**src/rtl/panda_mem_pkg.sv**
```systemverilog
// Shared types and helpers for the instruction/load-store ram arbiter.
package panda_mem_pkg;

    typedef enum logic [1:0] {
        SZ_BYTE = 2'd0,
        SZ_HALF = 2'd1,
        SZ_WORD = 2'd2
    } mem_size_e;

    typedef enum logic {
        PORT_IF = 1'b0,
        PORT_LS = 1'b1
    } mem_port_e;

    typedef enum logic [1:0] {
        ST_IDLE   = 2'd0,
        ST_OWN_IF = 2'd1,
        ST_OWN_LS = 2'd2
    } arb_state_e;

    localparam logic [3:0] WE_BYTE = 4'b0001;
    localparam logic [3:0] WE_HALF = 4'b0011;
    localparam logic [3:0] WE_WORD = 4'b1111;

    function automatic logic [3:0] size_to_we(input logic [1:0] size);
        logic [3:0] we;
        case (size)
            SZ_BYTE: we = WE_BYTE;
            SZ_HALF: we = WE_HALF;
            SZ_WORD: we = WE_WORD;
            default: we = 4'b0000;
        endcase
        return we;
    endfunction

    // The ram only writes low-aligned lanes, so any store off a word boundary is refused.
    function automatic logic ls_illegal(input logic we, input logic [1:0] size,
                                        input logic [1:0] addr_lo);
        return (size == 2'd3) || (we && (addr_lo != 2'b00));
    endfunction

endpackage

```
**src/rtl/ram_arb_fsm.sv**
```systemverilog
// Owner FSM with bounded burst and round-robin tie break; produces the comb. grants.
module ram_arb_fsm
    import panda_mem_pkg::*;
#(
    parameter int MAX_BURST = 4
) (
    input  logic clk,
    input  logic rstn_i,
    input  logic if_req_i,
    input  logic ls_req_i,
    output logic if_gnt_o,
    output logic ls_gnt_o
);

    localparam int CNT_W = $clog2(MAX_BURST + 1);
    localparam logic [CNT_W-1:0] CNT_MAX = CNT_W'(MAX_BURST);
    localparam logic [CNT_W-1:0] CNT_ONE = CNT_W'(1);

    arb_state_e       state_q, state_d;
    logic [CNT_W-1:0] cnt_q, cnt_d;
    mem_port_e        rr_q, rr_d;
    logic             pick_if_s, pick_ls_s;

    // Grant selection and next owner/counter/round-robin state.
    always_comb begin
        pick_if_s = 1'b0;
        pick_ls_s = 1'b0;
        case (state_q)
            ST_OWN_IF: begin
                if (if_req_i && !(ls_req_i && (cnt_q >= CNT_MAX))) pick_if_s = 1'b1;
                else if (ls_req_i)                                 pick_ls_s = 1'b1;
                else                                               pick_if_s = 1'b0;
            end
            ST_OWN_LS: begin
                if (ls_req_i && !(if_req_i && (cnt_q >= CNT_MAX))) pick_ls_s = 1'b1;
                else if (if_req_i)                                 pick_if_s = 1'b1;
                else                                               pick_ls_s = 1'b0;
            end
            default: begin
                // rr_q remembers the last owner; a tie goes to the other port.
                if (if_req_i && ls_req_i) begin
                    if (rr_q == PORT_IF) pick_ls_s = 1'b1;
                    else                 pick_if_s = 1'b1;
                end else begin
                    pick_if_s = if_req_i;
                    pick_ls_s = ls_req_i;
                end
            end
        endcase

        state_d = ST_IDLE;
        cnt_d   = '0;
        rr_d    = rr_q;
        if (pick_if_s) begin
            state_d = ST_OWN_IF;
            rr_d    = PORT_IF;
            if (state_q == ST_OWN_IF) cnt_d = (cnt_q >= CNT_MAX) ? cnt_q : cnt_q + CNT_ONE;
            else                      cnt_d = CNT_ONE;
        end else if (pick_ls_s) begin
            state_d = ST_OWN_LS;
            rr_d    = PORT_LS;
            if (state_q == ST_OWN_LS) cnt_d = (cnt_q >= CNT_MAX) ? cnt_q : cnt_q + CNT_ONE;
            else                      cnt_d = CNT_ONE;
        end else begin
            state_d = ST_IDLE;
        end
    end

    // Owner state registers.
    always_ff @(posedge clk or negedge rstn_i) begin
        if (!rstn_i) begin
            state_q <= ST_IDLE;
            cnt_q   <= '0;
            rr_q    <= PORT_IF;
        end else begin
            state_q <= state_d;
            cnt_q   <= cnt_d;
            rr_q    <= rr_d;
        end
    end

    assign if_gnt_o = pick_if_s & rstn_i;
    assign ls_gnt_o = pick_ls_s & rstn_i;

endmodule

```
**src/rtl/ram_arbiter.sv**
```systemverilog
// Shares one single-port ram between instruction fetch and load/store, with
// registered one-cycle responses and rejection of stores the ram cannot perform.
module ram_arbiter
    import panda_mem_pkg::*;
#(
    parameter int MAX_BURST = 4,
    parameter int ADDR_W    = 32
) (
    input  logic              clk,
    input  logic              rstn_i,
    input  logic              if_req_i,
    input  logic [ADDR_W-1:0] if_addr_i,
    output logic              if_gnt_o,
    output logic              if_rvalid_o,
    output logic [31:0]       if_rdata_o,
    input  logic              ls_req_i,
    input  logic              ls_we_i,
    input  logic [1:0]        ls_size_i,
    input  logic [ADDR_W-1:0] ls_addr_i,
    input  logic [31:0]       ls_wdata_i,
    output logic              ls_gnt_o,
    output logic              ls_rvalid_o,
    output logic [31:0]       ls_rdata_o,
    output logic              ls_err_o,
    output logic              ram_en_o,
    output logic [3:0]        ram_we_o,
    output logic [ADDR_W-1:0] ram_addr_o,
    output logic [31:0]       ram_din_o,
    input  logic [31:0]       ram_dout_i
);

    logic              if_gnt_s, ls_gnt_s, ls_bad_s;
    logic [ADDR_W-1:0] addr_q, addr_d;
    logic [31:0]       din_q, din_d;
    logic              if_rvalid_q, ls_rvalid_q, ls_err_q;
    logic [31:0]       if_rdata_q, ls_rdata_q;

    ram_arb_fsm #(.MAX_BURST(MAX_BURST)) u_fsm (
        .clk      (clk),
        .rstn_i   (rstn_i),
        .if_req_i (if_req_i),
        .ls_req_i (ls_req_i),
        .if_gnt_o (if_gnt_s),
        .ls_gnt_o (ls_gnt_s)
    );

    assign ls_bad_s = ls_illegal(ls_we_i, ls_size_i, ls_addr_i[1:0]);

    // Ram port mux; address and data hold their last value when nobody is granted.
    always_comb begin
        addr_d   = addr_q;
        din_d    = din_q;
        ram_en_o = 1'b0;
        ram_we_o = 4'b0000;
        if (if_gnt_s) begin
            addr_d   = if_addr_i;
            ram_en_o = 1'b1;
        end else if (ls_gnt_s) begin
            addr_d   = ls_addr_i;
            din_d    = ls_wdata_i;
            ram_en_o = !ls_bad_s;
            if (ls_we_i && !ls_bad_s) ram_we_o = size_to_we(ls_size_i);
            else                      ram_we_o = 4'b0000;
        end else begin
            ram_en_o = 1'b0;
        end
    end

    assign ram_addr_o = addr_d;
    assign ram_din_o  = din_d;

    // Response registers: data captured in the grant cycle, valid one cycle later.
    always_ff @(posedge clk or negedge rstn_i) begin
        if (!rstn_i) begin
            addr_q      <= '0;
            din_q       <= 32'h0000_0000;
            if_rvalid_q <= 1'b0;
            if_rdata_q  <= 32'h0000_0000;
            ls_rvalid_q <= 1'b0;
            ls_err_q    <= 1'b0;
            ls_rdata_q  <= 32'h0000_0000;
        end else begin
            addr_q      <= addr_d;
            din_q       <= din_d;
            if_rvalid_q <= if_gnt_s;
            ls_rvalid_q <= ls_gnt_s;
            ls_err_q    <= ls_gnt_s && ls_bad_s;
            if (if_gnt_s) if_rdata_q <= ram_dout_i;
            else          if_rdata_q <= if_rdata_q;
            if (ls_gnt_s) ls_rdata_q <= (ls_we_i || ls_bad_s) ? 32'h0000_0000 : ram_dout_i;
            else          ls_rdata_q <= ls_rdata_q;
        end
    end

    assign if_gnt_o    = if_gnt_s;
    assign ls_gnt_o    = ls_gnt_s;
    assign if_rvalid_o = if_rvalid_q;
    assign if_rdata_o  = if_rdata_q;
    assign ls_rvalid_o = ls_rvalid_q;
    assign ls_rdata_o  = ls_rdata_q;
    assign ls_err_o    = ls_err_q;

endmodule

```
**config.mk**
```make
export PLATFORM = sky130hd
export DESIGN_NAME = ram_arbiter
export DESIGN_NICKNAME = d
export VERILOG_FILES = /design/src/rtl/panda_mem_pkg.sv /design/src/rtl/ram_arb_fsm.sv /design/src/rtl/ram_arbiter.sv
export SDC_FILE = /design/constraint.sdc
export NUM_CORES = 1
export LEC_CHECK = 0
export CORE_ASPECT_RATIO = 0.9
export CORE_MARGIN = 2
export CORE_UTILIZATION = 41
export DETAILED_ROUTE_END_ITERATION = 8
export PLACE_DENSITY = 0.8
export SETUP_SLACK_MARGIN = 0.1
export SLEW_MARGIN = 10
export SYNTH_ARGS = -nofsm -noshare
export SYNTH_HDL_FRONTEND = slang
export SYNTH_HIERARCHICAL = 1
export SYNTH_SLANG_ARGS = --single-unit
```
**constraint.sdc**
```tcl
create_clock -name clk -period 3.6 [get_ports clk]
set_input_delay 0.72 -clock clk [delete_from_list [all_inputs] [get_ports clk]]
set_output_delay 0.72 -clock clk [all_outputs]
set_load 0.05 [all_outputs]
```
==> results of run 1 <==
## metal layers
metal	vias to the layer above	GRT usage, %	routed length (um)
met2	196	43.3	10300
li1	2081	-	-
met3	31	9.76	1720
met1	2341	27.7	7130
met5	-	0	0
met4	0	8.99	380
## layout make-up
cell class | count | area [um^2] | area share, %
well taps | 168 | 210 | 2.00
clock inverters | 10 | 165 | 1.57
repair buffers | 314 | 3930 | 37.3
flip-flops and latches | 137 | 3430 | 32.6
multi-input cells | 239 | 2260 | 21.5
clock buffers | 22 | 484 | 4.60
inverters | 12 | 45.0 | 0.428
## through the flow
| step | total power [W] | hold slack, ns | instance area (um^2) | setup WS [ns] |
|---|---|---|---|---|
| floorplan | 0.00679 | 0.424 | 5860 | -0.105 |
| global placement | 0.0100 | 0.470 | 9510 | 0.146 |
| detailed placement | 0.0102 | 0.475 | 9510 | 0.0770 |
| CTS | 0.0122 | 0.487 | 10200 | 0.0954 |
| global route | 0.0129 | 0.421 | 10500 | 0.0242 |
| finish | 0.0125 | 0.393 | 10500 | 0.125 |
## synth_stat cells, types with 2 or more instances
| cell | n | area (um^2) |
|---|---|---|
| a21o_1 | 2 | 15.0 |
| a21oi_1 | 2 | 10.0 |
| a22o_1 | 32 | 280 |
| and2_1 | 3 | 18.8 |
| buf_2 | 14 | 70.1 |
| buf_6 | 6 | 67.6 |
| clkbuf_1 | 5 | 18.8 |
| dfrtp_1 | 137 | 3430 |
| ha_1 | 6 | 75.1 |
| inv_1 | 10 | 37.5 |
| inv_2 | 2 | 7.51 |
| mux2_1 | 34 | 383 |
| mux2_4 | 30 | 450 |
| mux2i_1 | 34 | 340 |
| nand2_1 | 36 | 135 |
| nor2_1 | 7 | 26.3 |
| nor3_2 | 2 | 20.0 |
| o21a_1 | 2 | 15.0 |
| o21ai_1 | 32 | 160 |
## sequential cells by signal (all words and copies together), names as in the netlist, 2 cells and up
| signal | flops |
|---|---|
| addr_q | 32 |
| din_q | 32 |
| if_rdata_o | 32 |
| ls_rdata_o | 32 |
| u_fsm/cnt_q | 3 |
| u_fsm/state_q | 2 |
## how the worst max path moves through the flow
| stage | from | endpoint | slack, ns | cells past startpoint |
|---|---|---|---|---|
| 2_1_floorplan | ls_req_i | ram_addr_o[29] | -0.10 | 10 |
| 3_3_place_gp | ls_req_i | ram_din_o[31] | 0.15 | 10 |
| 3_5_place_dp | ls_req_i | ram_din_o[31] | 0.08 | 10 |
| 4_1_cts | u_fsm/state_q[1] | ram_din_o[31] | 0.1 | 10 |
| 5_1_grt | u_fsm/state_q[0] | ram_din_o[20] | 0.02 | 12 |
| 6_report | u_fsm/state_q[0] | ram_din_o[21] | 0.13 | 12 |
## logic make-up (layout without fill, tap and decap cells)
logic type / count (synthesis) / count (layout) / share of synthesized area, %
and+or+nand+nor: 57 / 57 / 5.16
DFF: 137 / 137 / 59.9
muxes: 98 / 98 / 20.5
xor gates and xnor gates: 1 / 1 / 0.153
buffers and inverters: 39 / 358 / 3.71
adders and majority gates: 6 / 6 / 1.31
AOI/OAI and AO/OA: 77 / 77 / 9.33
## power groups by stage
stage | combinational [W] | clock (W) | sequential, W
after floorplan | 0.00329 | 0 | 0.00350
after global placement | 0.00753 | 0 | 0.00248
final | 0.00802 | 0.00190 | 0.00254
after CTS | 0.00772 | 0.00193 | 0.00253
after global routing | 0.00829 | 0.00199 | 0.00261
after detailed placement | 0.00765 | 0 | 0.00253
## repair_timing
action,4_1_cts,5_1_grt
gates cloned,0,5
endpoints found under the hold margin,0,0
buffers inserted,1,20
resized for setup,2,17
setup endpoints to repair,58,63
pin swaps,1,5
==> qor.yml, run 1 <==
status:
  outcome: "finished clean"
synthesis:
  yosys_register_bits: 137
  ys_types: 38
  async_flop_share_pct: 100
  syn-num-nets: 556
  synth_area_per_cell_um2: 13.8
  ys_warn_count: 6
  seq_area_frac_synth_pct: 59.9
  synth_edf_count: 0
  synth_area_um2: 5730
  syn_inst: 415
  synthFlopType: "dfrtp_1"
worst_setup_path:
  required_ns: 2.88
  path_cells: "inv_2 -> ha_4 -> and3b_1 -> a41oi_2 -> nand3_2 -> inv_2 -> and2_4 -> nor2b_4 -> buf_12 -> clkbuf_16 -> mux2_4 -> buf_12"
  rr_worst_depth: 11
  cp-end-kind: "primary output"
  worstPathMaxFanout: 6
  max_stage_delay_ns: 0.42
  slowest_stage: "dfrtp_1"
  critPathLaunchType: "flip-flop"
  path_class: "reg2out"
  path_delay_family: "buffers and inverters"
  r2r_end: "if_rdata_o[20]"
  critPathArrivalTime_ns: 2.75
  regToRegSetupSlack_ns: 0.87
  reg2reg_from: "u_fsm/state_q[0]"
  path_buf_inv: 5
floorplan:
  die_w_um: 129
  die_y_um: 116
  floorplan.initialDensity_pct: 42.4
  dieArea_um2: 14900
  io_pins: 273
  row_count: 40
  core_area_um2: 13500
power_and_ir_drop:
  switchingPower_w: 0.00547
  switching_share_pct: 43.9
  pwr-share-clk_pct: 15.2
  p_leak_nw: 4.56
  seq_power_share_pct: 20.4
  p_comb_share_pct: 64.4
  internal-power_w: 0.00700
  powerDensity_nw_per_um2: 1180
  ir_worst_vdd_mv: 0.821
timing:
  min_period_over_period_pct: 96.5
  rsz0062_at_grt: "yes"
  slew_headroom_pct: 57.1
  fin_tns_setup_ns: 0
  final_max_slew_viol_count: 0
  skew_ns: 0.00536
  fmax_mhz: 288
  final-hold-violation-count: 0
  worst_pin_slew_ns: 0.643
  layout_min_cycle_time_ns: 3.47
  setup_viol: 0
clock_network:
  root_buffer: "clkbuf_16"
  h-tree-depth: 4
  cts_buffers: 17
  clkSinkCount: 137
  clk_pin_slew_ns: 0.06
  tritoncts: "done"
  worstSkewPairLatency_ns: 0.41
  clock_path_buffers: 2
  holdBufCountCts: 0
global_routing:
  antenna_found_initial: 0
  grt_usage_pct: 24.8
  overflow: 0
  grt_max_degree: 89
  first_global_vias: 5047
  grt_first_pass_wirelength_um: 27800
layout:
  antenna_cells: 0
  final_util_pct: 77.9
  layout_commonest_cell: "clkdlybuf4s50_1"
  area_growth_pct: 83.7
  drive_gt1_share_pct: 30.8
  layout_common_cells: "199 x clkdlybuf4s50_1, 137 x dfrtp_1, 74 x buf_12"
  final_cells: 902
  fin_nets: 862
  fillers: 766
routing:
  drt_iter0_drc: 251
  drc: 0
  drt-pass1-iter-count: 4
  ant_nets: 0
  vias: 4649
  routed_wl_um: 19500
  vias_per_cell: 5.15
  avgRoutedWirePerCell_um: 21.6
job:
  drv_cap: 0
placement:
  routabilityCongestion: 0.898
  dp_cells: 843
  dp_hpwl_um: 13100
  portBuffers: 272
hold_path:
  min-delay-path-class: "in2async"
(Power assumes the default switching activity.)
==> inputs of run 2 (changes only) <==
CAP_MARGIN = 20   (was not set)
==> results of run 2 <==
No change in the layout: final DEF, timing and power equal those of run 1.
==> inputs of run 3 (changes only) <==
CORE_UTILIZATION = 40   (was 41)
PLACE_DENSITY = 0.79   (was 0.8)
==> run 3 against run 2 <==
Global-route usage decreased by 1.6 points; via count down 3.3%; fmax fell by 0.23%; first-iteration DRC count shrank 33%; count of clock-buffer cells in the layout is 2 lower; register-to-register slack better by 0.12 ns; sequential power is essentially flat; critical path type unchanged.
==> qor.yml, run 3 (synthesized netlist as in run 1, its figures left out) <==
global_routing:
  overflow: 0
  grt_first_pass_wirelength_um: 26900
  grt_max_degree: 85
  grt_usage_pct: 23.1
  first_global_vias: 4824
  antenna_found_initial: 0
clock_network:
  clock_path_buffers: 2
  cts_buffers: 17
  clk_pin_slew_ns: 0.06
  h-tree-depth: 4
  tritoncts: "done"
  root_buffer: "clkbuf_16"
  worstSkewPairLatency_ns: 0.41
  clkSinkCount: 137
hold_path:
  min-delay-path-class: "in2async"
layout:
  layout_common_cells: "198 x clkdlybuf4s50_1, 137 x dfrtp_1, 69 x buf_12"
  antenna_cells: 0
  drive_gt1_share_pct: 28.2
  layout_commonest_cell: "clkdlybuf4s50_1"
  final_cells: 907
  fin_nets: 845
  fillers: 915
  area_growth_pct: 77.6
placement:
  dp_slack_ns: 0.0330
  portBuffers: 272
  routabilityCongestion: 0.856
  dp_hpwl_um: 12700
  dp_cells: 866
timing:
  fin_tns_setup_ns: 0
  final-hold-violation-count: 0
  fmax_mhz: 287
  fin_ws_ns: 0.117
  final_max_slew_viol_count: 0
  layout_min_cycle_time_ns: 3.48
  skew_ns: 0.0131
  worst_pin_slew_ns: 0.700
  min_period_over_period_pct: 96.7
  rsz0062_at_grt: "yes"
  setup_viol: 0
  slew_headroom_pct: 53.4
floorplan:
  die_y_um: 118
  dieArea_um2: 15300
  die_w_um: 130
  io_pins: 273
  core_area_um2: 14000
  floorplan.initialDensity_pct: 40.9
  row_count: 41
power_and_ir_drop:
  p_leak_nw: 4.38
  powerDensity_nw_per_um2: 1160
  ir_worst_vdd_mv: 0.684
routing:
  drt-pass1-iter-count: 4
  avgRoutedWirePerCell_um: 19.5
  vias: 4496
  ant_nets: 0
  drt_iter0_drc: 167
  vias_per_cell: 4.96
  routed_wl_um: 17700
  drc: 0
worst_setup_path:
  critPathLaunchType: "flip-flop"
  rr_worst_depth: 10
  cp-end-kind: "primary output"
  critPathArrivalTime_ns: 2.76
  required_ns: 2.88
  worstPathMaxFanout: 6
  path_class: "reg2out"
status:
  outcome: "finished clean"
job:
  drv_cap: 0
## run 3: stage by stage
stage / util (%) / power (W) / cell area [um^2] / hold slack (ns)
after floorplan: - / 0.00679 / 5860 / 0.424
after global routing: 72.6 / 0.0123 / 10200 / 0.380
after CTS: 71.8 / 0.0118 / 10100 / 0.488
after global placement: 67.5 / 0.00996 / 9450 / 0.467
after detailed placement: 67.5 / 0.0101 / 9450 / 0.476
final: 72.6 / 0.0118 / 10200 / 0.348
## run 3: report_power, final
| part | switching [W] | internal (W) | leakage (nW) |
|---|---|---|---|
| Combinational | 0.00438 | 0.00336 | 2.44 |
| Clock | 0.000636 | 0.000931 | 0.243 |
| Sequential | 0.000294 | 0.00223 | 1.69 |
| Total | 0.00531 | 0.00652 | 4.38 |
## run 3: repair_timing
action,CTS,global route
pin swaps,2,3
setup endpoints to repair,60,60
endpoints found under the hold margin,0,0
hold buffers,0,0
resized for setup,11,3
cloned,1,1
setup buffers,2,7
## run 3: layer usage
layer	part of all wire, %	vias to the layer above	global-route usage (%)
li1	-	2041	-
met5	0	-	0
met3	7.5	28	8.18
met1	39	2228	26.4
met4	2.1	0	8.53
met2	52	199	39.7
## run 3: area by class of cell
cell class / count / area [um^2] / share of cell area (%)
timing repair buffer: 297 / 3680 / 36.1
sequential: 137 / 3430 / 33.7
multi-input combinational: 239 / 2270 / 22.3
clock buffer: 20 / 437 / 4.29
tap: 193 / 241 / 2.37
clock inverter: 9 / 80.1 / 0.787
inverter: 12 / 45.0 / 0.443
## run 3: critical path: stages (launching register included)
cell	delay, ns
dfrtp_1	0.41
inv_2	0.07
ha_4	0.18
buf_4	0.14
nand2b_4	0.07
a41oi_2	0.15
nand3_2	0.10
inv_1	0.05
and2_4	0.18
nor2b_4	0.23
buf_6	0.16
clkbuf_16	0.14
mux2_4	0.33
buf_12	0.15
## run 3: path summary, 6_finish.rpt
check,slack (ns),to,start
hold reg to reg,0.49,if_rdata_o[22],if_rdata_o[22]
hold / removal,0.35,addr_q[26],rstn_i
setup / recovery,0.12,ram_din_o[6],u_fsm/state_q[1]
min in group clk,0.49,if_rdata_o[22],if_rdata_o[22]
setup reg to reg,0.99,if_rdata_o[10],u_fsm/state_q[0]
max in group asynchronous,1.88,u_fsm/cnt_q[2],rstn_i
==> edit 1: new RTL, settings of run 2 <==
The 3 states of `arb_state_e` get a one-hot encoding in 3 bits.
--- a/src/rtl/panda_mem_pkg.sv
+++ b/src/rtl/panda_mem_pkg.sv
@@ -12,10 +12,10 @@
         PORT_LS = 1'b1
     } mem_port_e;
 
-    typedef enum logic [1:0] {
-        ST_IDLE   = 2'd0,
-        ST_OWN_IF = 2'd1,
-        ST_OWN_LS = 2'd2
+    typedef enum logic [2:0] {
+        ST_IDLE   = 3'b001,
+        ST_OWN_IF = 3'b010,
+        ST_OWN_LS = 3'b100
     } arb_state_e;
 
     localparam logic [3:0] WE_BYTE = 4'b0001;
Behaviour: same outputs for any inputs over 4 cycles, from zero or initial values and one cycle with rstn_i low; so few cycles prove little.
==> edit 1 against run 2 <==
Die area barely moved; sequential cell count rose by 1; routed wire length fell by 6.7%; utilization fell by 1.6 points; clock power fell by 2%; cell area fell by 2.1%; synthesized cell count fell by 1.9%; area after synthesis barely moved; power fell by 7.4%; setup slack improved by 0.086 ns; fmax rose by 2.5%; register-to-register slack improved by 0.29 ns; first-iteration DRC count fell by 39%; critical path type unchanged; largest cell class unchanged.
==> edit 1: results (changes against run 2) <==
wl_per_cell_um: 20.6  # was 21.6 µm
post_dp_cell_area_um2: 9520  # was 9510 µm²
place_congestion: 0.828  # was 0.898
crit_arrival_ns: 2.67  # was 2.75 ns
synthTopCellsByArea: "dfrtp_1, mux2_4, mux2_1"  # unchanged
crit_path_top_delay_cell: "dfrtp_1"  # unchanged
first_pass_iters: 6  # was 4
grt_pass1_vias: 5012  # was 5047
slew_headroom_pct: 40.6  # was 57.1%
drt_iter0_markers: 152  # was 251
status: "finished clean"  # unchanged
grt_max_degree: 74  # was 89
p_leak_nw: 4.44  # was 4.56 nW
ys_types: 36  # was 38
synth-seq-area-share_pct: 60.3  # was 59.9%
layout-drive-gt1-share_pct: 29.4  # was 30.8%
grt_first_pass_wirelength_um: 27900  # was 27800 µm
dp_hpwl_um: 13200  # was 13100 µm
ir_worst_vdd_uv: 692  # was 821 µV
grtUsageTotal_pct: 25.0  # was 24.8%
via_per_inst: 5.06  # was 5.15
cts_buffer_depth: 2  # unchanged
synth_nets: 546  # was 556
n_fill_cell: 798  # was 766
layout.cells.non_filler: 881  # was 902
final_nets: 838  # was 862
synth_top_area_share_pct: 59.9  # about the same
skew_ns: 0.00666  # was 0.00536 ns
synth_top_cells_by_count: "dfrtp_1, nand2_1, mux2_1, mux2i_1"  # unchanged
cts_root_buffer: "clkbuf_16"  # unchanged
dp_slack_ns: 0.0383  # was 0.0770 ns
synth_area_per_cell_um2: 14.1  # was 13.8 µm²
edit 1: cell count changes in the layout (fill, tap and decap cells not counted), moves of 3 or more:
cell and delta:
buf_4 -10, clkbuf_16 -4, clkbuf_8 -3, inv_2 -4
inv_6 +3
edit 1: kinds of logic (layout without fill, tap and decap cells):
kind of cell    count (synthesis)  after routing  share of synthesized area [%]
flops                         138            138                           60.3
mux                            98             98                           20.5
compound gates                 75             75                           9.53
simple gates                   56             56                           4.92
buf+inv                        33            338                           3.26
fa+ha+maj                       4              4                          0.874
xor+xnor                        3              3                          0.590
other cells                     0              1                              0
edit 1: power by group:
group / leakage, nW / switching, mW / internal, mW
Combinational: 2.45 / 4.01 / 3.07
Sequential: 1.69 / 0.345 / 2.26
Clock: 0.301 / 0.678 / 1.18
edit 1: final cells by class:
| cell class | count | area, µm² | share of cell area, % |
|---|---|---|---|
| diodes | 1 | 2.50 | 0.0243 |
| clock buffers | 19 | 443 | 4.30 |
| clock inverters | 13 | 191 | 1.86 |
| inverters | 6 | 22.5 | 0.219 |
| multi-input cells | 236 | 2220 | 21.5 |
| flip-flops and latches | 138 | 3460 | 33.5 |
| well taps | 168 | 210 | 2.04 |
| repair buffers | 300 | 3760 | 36.5 |
edit 1: metrics by stage:
step                power (mW)  setup TNS [ns]  hold WS, ns
floorplan                 6.48         -0.0378        0.424
global placement          9.44               0        0.466
detailed placement        9.60               0        0.475
CTS                       11.6               0       0.0604
global route              12.0               0       0.0609
finish                    11.5               0       0.0801
edit 1: per-layer routing:
metal | wire length (µm) | GRT usage (%) | vias up | part of all wire [%]
met1 | 6750 | 27.6 | 2214 | 37
li1 | - | - | 2036 | -
met5 | 0 | 0 | - | 0
met2 | 9510 | 44.2 | 185 | 52
met3 | 1540 | 9.67 | 27 | 8.5
met4 | 389 | 9.13 | 0 | 2.1
edit 1: timing repair:
| action | in CTS | in global routing |
|---|---|---|
| setup buffers | 4 | 3 |
| hold buffers | 0 | 0 |
| endpoints found under the setup margin | 57 | 36 |
| gates resized for setup | 3 | 6 |
| cloned | 2 | 0 |
| pin swaps | 1 | 3 |
edit 1: worst paths after layout:
| kind | from | endpoint | slack, ns | depth (start not counted) |
|---|---|---|---|---|
| max in group asynchronous | rstn_i | ls_err_o | 1.67 | 3 |
| hold reg to reg | if_rdata_o[13] | if_rdata_o[13] | 0.49 | 1 |
| setup reg to reg | u_fsm/state_q[2] | ls_rdata_o[3] | 1.16 | 9 |
| setup / recovery | u_fsm/state_q[2] | ram_din_o[24] | 0.21 | 9 |
| hold / removal | rstn_i | ls_rvalid_o | 0.08 | 1 |
| min in group clk | if_rdata_o[13] | if_rdata_o[13] | 0.49 | 1 |
==> edit 2: new RTL, settings of run 2 <==
Made on the original files. `MAX_BURST` is set to 4 in 2 places; all go to 8.
--- a/src/rtl/ram_arb_fsm.sv
+++ b/src/rtl/ram_arb_fsm.sv
@@ -2,7 +2,7 @@
 module ram_arb_fsm
     import panda_mem_pkg::*;
 #(
-    parameter int MAX_BURST = 4
+    parameter int MAX_BURST = 8
 ) (
     input  logic clk,
     input  logic rstn_i,
--- a/src/rtl/ram_arbiter.sv
+++ b/src/rtl/ram_arbiter.sv
@@ -3,7 +3,7 @@
 module ram_arbiter
     import panda_mem_pkg::*;
 #(
-    parameter int MAX_BURST = 4,
+    parameter int MAX_BURST = 8,
     parameter int ADDR_W    = 32
 ) (
     input  logic              clk,
Behaviour: not the same (Yosys sat finds a counterexample within 10 cycles, from zero or initial values and one cycle with rstn_i low).
==> edit 2 against run 2 <==
Routed wire length is 12% lower; area after synthesis up 0.63%; synthesized cell count is 0.24% lower; final cell count up 0.22%; sequential cell count is 1 higher; register-to-register slack improved by 0.25 ns; setup slack gained 0.015 ns; fmax is 0.43% higher; cell area shrank 2.9%; critical path type unchanged; critical endpoint is now ram_din_o[22].
Power is left out: the tool's default activity adds up to more than one toggle a clock period on the data nets, which glitch-free logic cannot reach.
==> edit 2: results (changes against run 2) <==
multi_input_area_share_pct: 22.1  # was 21.5%
clkCellAreaFrac_pct: 6.54  # was 6.17%
synth_xor_area_share_pct: 0.304  # was 0.153%
layout-drive-gt1-share_pct: 27.6  # was 30.8%
place_congestion: 0.804  # was 0.898
met2_usage_pct: 38.3  # was 43.3%
synth_compound_area_share_pct: 9.75  # was 9.33%
synth_top_cells_by_count: "dfrtp_1, nand2_1, mux2_1"  # was dfrtp_1, nand2_1, mux2_1, mux2i_1
wl_per_cell_um: 19.0  # was 21.6 µm
antenna_found_initial: 0  # unchanged
rrSetupSlack_ns: 1.12  # was 0.87 ns
via_per_inst: 4.90  # was 5.15
clock_buffers: 21  # was 22
worstReg2RegStart: "u_fsm/state_q[1]"  # was u_fsm/state_q[0]
synth_mux_area_share_pct: 20.2  # was 20.5%
seqCellArea_um2: 3450  # was 3430 µm²
grt_max_degree: 72  # was 89
grt_pass1_vias: 4721  # was 5047
ys_types: 44  # was 38
critPathCapture: "ram_din_o[22]"  # was ram_din_o[21]
final_nets: 839  # was 862
first_pass_iters: 4  # unchanged
final-nonclk-buf-share_pct: 34.8  # was 37.3%
num-nonclk-inverters: 10  # was 12
grt_first_pass_wirelength_um: 26300  # was 27800 µm
r2r_cells: 7  # was 11
status: "finished clean"  # unchanged
grtUsageTotal_pct: 23.1  # was 24.8%
cts_root_buffer: "clkbuf_16"  # unchanged
tightest_slew_ns: 0.913  # was 0.643 ns
synth_seq_cells: 138  # was 137
grt_util_met3_pct: 8.61  # was 9.76%
synthTopCellsByArea: "dfrtp_1, mux2_4, mux2_1"  # unchanged
use_met1_pct: 28.1  # was 27.7%
hold_path.class: "in -> async"  # unchanged
synth_nets: 555  # was 556
skew_ns: 0.0115  # was 0.00536 ns
synth-seq-area-share_pct: 59.9  # about the same
timing.rr.end: "if_rdata_o[3]"  # was if_rdata_o[20]
buffers: 292  # was 314
n_fill_cell: 900  # was 766
dp_hpwl_um: 12500  # was 13100 µm
synthAdderAreaFrac_pct: 1.30  # was 1.31%
drt_iter0_markers: 204  # was 251
crit_arrival_ns: 2.74  # was 2.75 ns
worst-path-max-fanout: 11  # was 6
[edit 2: repair_timing]
item	4_1_cts	5_1_grt
gates resized for setup	4	7
endpoints found under the setup margin	61	61
hold endpoints to repair	0	0
setup buffers	3	3
gates cloned	1	0
pin swaps	0	2
[edit 2: stage by stage]
step	worst slack [ns]	std cells	instance area [µm²]	TNS, ns	hold slack (ns)
after floorplan	-0.00132	414	5880	-0.00132	0.424
after global placement	0.0784	865	9450	0	0.469
after detailed placement	0.0239	865	9450	0	0.476
after CTS	0.106	901	10200	0	0.177
after global routing	0.0334	904	10200	0	0.193
final	0.140	904	10200	0	0.182
[edit 2: critical path, stage by stage (launching register included)]
cell      delay, ns
dfrtp_1        0.38
inv_2          0.07
ha_4           0.13
or2b_1         0.23
a31oi_1        0.20
o2111a_2       0.31
nor2b_4        0.21
buf_4          0.15
buf_12         0.15
mux2_4         0.34
buf_12         0.15
[edit 2: per-layer routing]
metal,wire (µm),share of wire [%]
met4,315,1.8
met5,0,0
met2,8700,51
met3,1350,7.9
met1,6820,40
